<file path="src/rtl/sar_search_ctrl.sv">
// sar_search_ctrl: successive-approximation search that drives a magnitude comparator
// and recovers the comparator's hidden target value one bit per compare cycle.
module sar_search_ctrl #(
  parameter int BIT = 4
) (
  input  logic           clk,
  input  logic           rst_n,
  input  logic           start,
  input  logic           cmp_lt,
  input  logic           cmp_gt,
  input  logic           cmp_eq,
  output logic [BIT-1:0] trial,
  output logic           busy,
  output logic           done,
  output logic           found,
  output logic [BIT-1:0] result
);
  localparam int KW = (BIT > 1) ? $clog2(BIT) : 1;
  typedef enum logic [1:0] {IDLE, PROBE, CHECK} state_t;
  state_t         state;
  logic [KW-1:0]  k;
  logic [BIT-1:0] bit_k;
  logic [BIT-1:0] refined;
  logic           unused_lt;
  // lt and "no flag" both keep bit k, so refinement only needs gt; bit k-1 is bit_k>>1
  assign unused_lt = cmp_lt;
  assign bit_k     = BIT'(1) << k;
  assign refined   = (cmp_gt ? trial & ~bit_k : trial) | (bit_k >> 1);
  always_ff @(posedge clk or negedge rst_n)
    if (!rst_n) begin
      state  <= IDLE;
      k      <= '0;
      trial  <= '0;
      busy   <= 1'b0;
      done   <= 1'b0;
      found  <= 1'b0;
      result <= '0;
    end else begin
      done <= 1'b0;
      case (state)
        IDLE:
          if (start) begin
            trial <= BIT'(1) << (BIT - 1);
            k     <= KW'(BIT - 1);
            found <= 1'b0;
            busy  <= 1'b1;
            state <= PROBE;
          end
        PROBE:
          if (cmp_eq) begin
            result <= trial;
            found  <= 1'b1;
            done   <= 1'b1;
            busy   <= 1'b0;
            trial  <= '0;
            state  <= IDLE;
          end else begin
            trial <= refined;
            k     <= k - 1'b1;
            state <= (k == '0) ? CHECK : PROBE;
          end
        CHECK: begin
          result <= trial;
          found  <= cmp_eq;
          done   <= 1'b1;
          busy   <= 1'b0;
          trial  <= '0;
          state  <= IDLE;
        end
        default: state <= IDLE;
      endcase
    end
endmodule

</file>
<file path="config.mk">
export PLATFORM = sky130hd
export DESIGN_NAME = sar_search_ctrl
export DESIGN_NICKNAME = d
export VERILOG_FILES = /design/src/rtl/sar_search_ctrl.sv
export SDC_FILE = /design/constraint.sdc
export NUM_CORES = 1
export LEC_CHECK = 0
export CAP_MARGIN = 20
export CORE_MARGIN = 8
export CORE_UTILIZATION = 45
export CTS_CLUSTER_SIZE = 25
export DETAILED_ROUTE_END_ITERATION = 8
export GPL_TIMING_DRIVEN = 0
export PLACE_DENSITY = 0.77
export SLEW_MARGIN = 25
export SYNTH_ARGS = -nofsm -noshare
export SYNTH_HDL_FRONTEND = slang
export SYNTH_SLANG_ARGS = --single-unit
</file>
<file path="constraint.sdc">
create_clock -name clk -period 1.97 [get_ports clk]
set_input_delay 0.2955 -clock clk [delete_from_list [all_inputs] [get_ports clk]]
set_output_delay 0.2955 -clock clk [all_outputs]
set_load 0.02 [all_outputs]
</file>
==> reports/metrics.yaml <==
grt_pass1_wl_um: 2822
stdcell_count: 109
status: "finished, final reports clean"
antenna_found_initial: 0
syn-cell-area_um2: 793.3
finalCriticalPeriod_ns: 1.710
synth_edf_count: 0
p_leak_uw: 0.0004535
yosysMostFrequentCell: "dfrtp_1"
core-area_um2: 1689
maxSlewViolCount: 0
grt_use_total_pct: 10.70
clock-root-buffer: "clkbuf_4"
n_fill_cell: 137
fin_nets: 107
critPathArrivalTime_ns: 1.93
seq_area_um2: 375.4
grt_pass1_vias: 612
worst_ir_drop_vdd_mv: 0.5618
dieWidth_um: 57.99
drt-vias-per-instance: 5.266
syn_area_per_cell_um2: 10.87
synth_area_leaders: "dfrtp_1 47%, ha_1 13%, mux2_2 7.1%, o2bb2ai_1 4.4%, a21oi_1 3.8%"
final_util_pct: 58.74
setup_tns_ns: 0
synth.distinct_cells: 23
synthFlopType: "dfrtp_1"
post-cts-setup-buffer-count: 0
worstSetupPathType: "reg2reg"
antenna_left: 0
worstMarginPinSlew_ns: 0.6754
grt_max_degree: 16
p_total_uw: 1349
synth-seq-area-share_pct: 47.32
drt_iter0_drc: 9
wl_per_cell_um: 14.82
period_share_pct: 86.81
tritoncts: "done"
drive_above_1_share_pct: 11.96
gp_congestion: 0.7574
ctsHoldBuffers: 0
path_max_fanout: 8
rsz0062_at_grt: "no"
dp_cells: 105
synth_cells: 73
ys_ff_latch: 15
fp.dieH_um: 57.99
die_area_um2: 3362
cts_resized: 0
critical_path.endpoint_type: "register"
setup_viol: 0
clk_latency_ns: 0.28
async_reset_ff_share_pct: 100.0
ios: 17
max_slew_margin_pct: 54.84
path_clk_slew_ns: 0.10
vias: 574
drc: 0
fmax_mhz: 584.7
clock_skew_ns: 0.01056
io_buffers: 15
first_pass_iters: 4
worst_hold_path_type: "in2async"
holdWs_ns: 0.4108
yosysWarnings: 0
final-hold-violation-count: 0
htreeDepth: 1
worstPathRequired_ns: 2.19
rows: 15
p_per_area_nw_per_um2: 1360
crit_path_start_kind: "register"
ys_top_cells_by_count: "15 x dfrtp_1, 8 x ha_1, 7 x inv_1, 7 x nand2_1, 6 x a21oi_1"
initial_core_util_pct: 46.96
diodes: 0
cts_buffers: 3
yosysTopAreaCell: "dfrtp_1"
grt_overflow_total: 0
postRouteWirelength_um: 1615
yosysTopAreaCellShare_pct: 47.32
area_growth_pct: 25.08
synth.net_count: 87
clockBufferDepth: 2
cts.sinks: 15
dp_hpwl_um: 1200
maxCapViolCount: 0
multiInputGateArea_um2: 391.6
-- power breakdown --
group | switching (µW) | total (µW) | internal [µW]
registers | 71.0 | 480 | 409
clock network | 105 | 180 | 75.3
logic | 363 | 689 | 327
-- layout by cell type, fill, tap and decap left out, drive strengths merged --
cell           instances
o2bb2ai                4
o211ai                 1
clkinv                 1
nor2                   2
ha                     8
inv                    7
and2b                  1
clkbuf                 3
dfrtp                 15
nor2b                  2
mux2                   5
a211oi                 1
or4b                   1
nor3                   1
o22ai                  1
nand2b                 3
o21ai                  3
clkdlybuf4s50         15
o32ai                  1
or2                    1
a21oi                  6
nand2                  7
o31ai                  1
or2b                   1
mux2i                  1
-- through the flow --
step,area [µm²],setup slack [ns]
floorplan,793.3,0.4005
detailed placement,964.7,0.1359
global route,992.2,0.1093
CTS,992.2,0.2426
global placement,964.7,0.1502
finish,992.2,0.2598
-- final cells by class --
type / instances / area share [%]
multi-input combinational: 51 / 39.47
sequential: 15 / 37.83
timing repair buffer: 15 / 15.13
inverter: 7 / 2.648
clock buffer: 3 / 2.270
tap: 17 / 2.144
clock inverter: 1 / 0.5044
-- registers in the layout, summed over array words and instances, names as in the netlist --
register,count
busy,1
done,1
found,1
k,2
result,4
state,2
trial,4
-- final timing paths --
check	from	to	slack [ns]	cells past startpoint
worst max-delay path	state[0]$_DFFE_PN0P_	trial[2]$_DFFE_PN0P_	0.26	5
worst min-delay path	rst_n	result[2]$_DFFE_PN0P_	0.41	1
worst max register to register	state[0]$_DFFE_PN0P_	trial[2]$_DFFE_PN0P_	0.26	5
worst min register to register	result[0]$_DFFE_PN0P_	result[0]$_DFFE_PN0P_	0.51	1
max in group asynchronous	rst_n	k[1]$_DFFE_PN0P_	1.12	1
min in group clk	result[0]$_DFFE_PN0P_	result[0]$_DFFE_PN0P_	0.51	1
-- worst max-delay path, cell delays in order, from the launching register on --
cell and delay (ns):
dfrtp_1 0.40, inv_1 0.08, ha_1 0.24, nor2b_1 0.21
or4b_4 0.55, o2bb2ai_1 0.17
-- cell families (layout without fill, tap and decap cells) --
group	Yosys count	after routing	share of synthesized area (%)
AO/OA/AOI/OAI	18	18	14.83
adder cells (fa/ha/maj)	8	8	12.62
buffers and inverters	7	26	3.313
flip-flops	15	15	47.32
multiplexers	6	6	8.359
AND/OR/NAND/NOR	19	19	13.57
-- per-layer routing --
layer,vias up,GRT usage (%),part of all wire (%)
met4,0,5.245,1.4
met1,271,11.38,44
li1,291,-,-
met2,10,18.31,49
met3,2,3.753,6.2
met5,-,0,0
No activity file was read; power rests on OpenSTA's default activity.
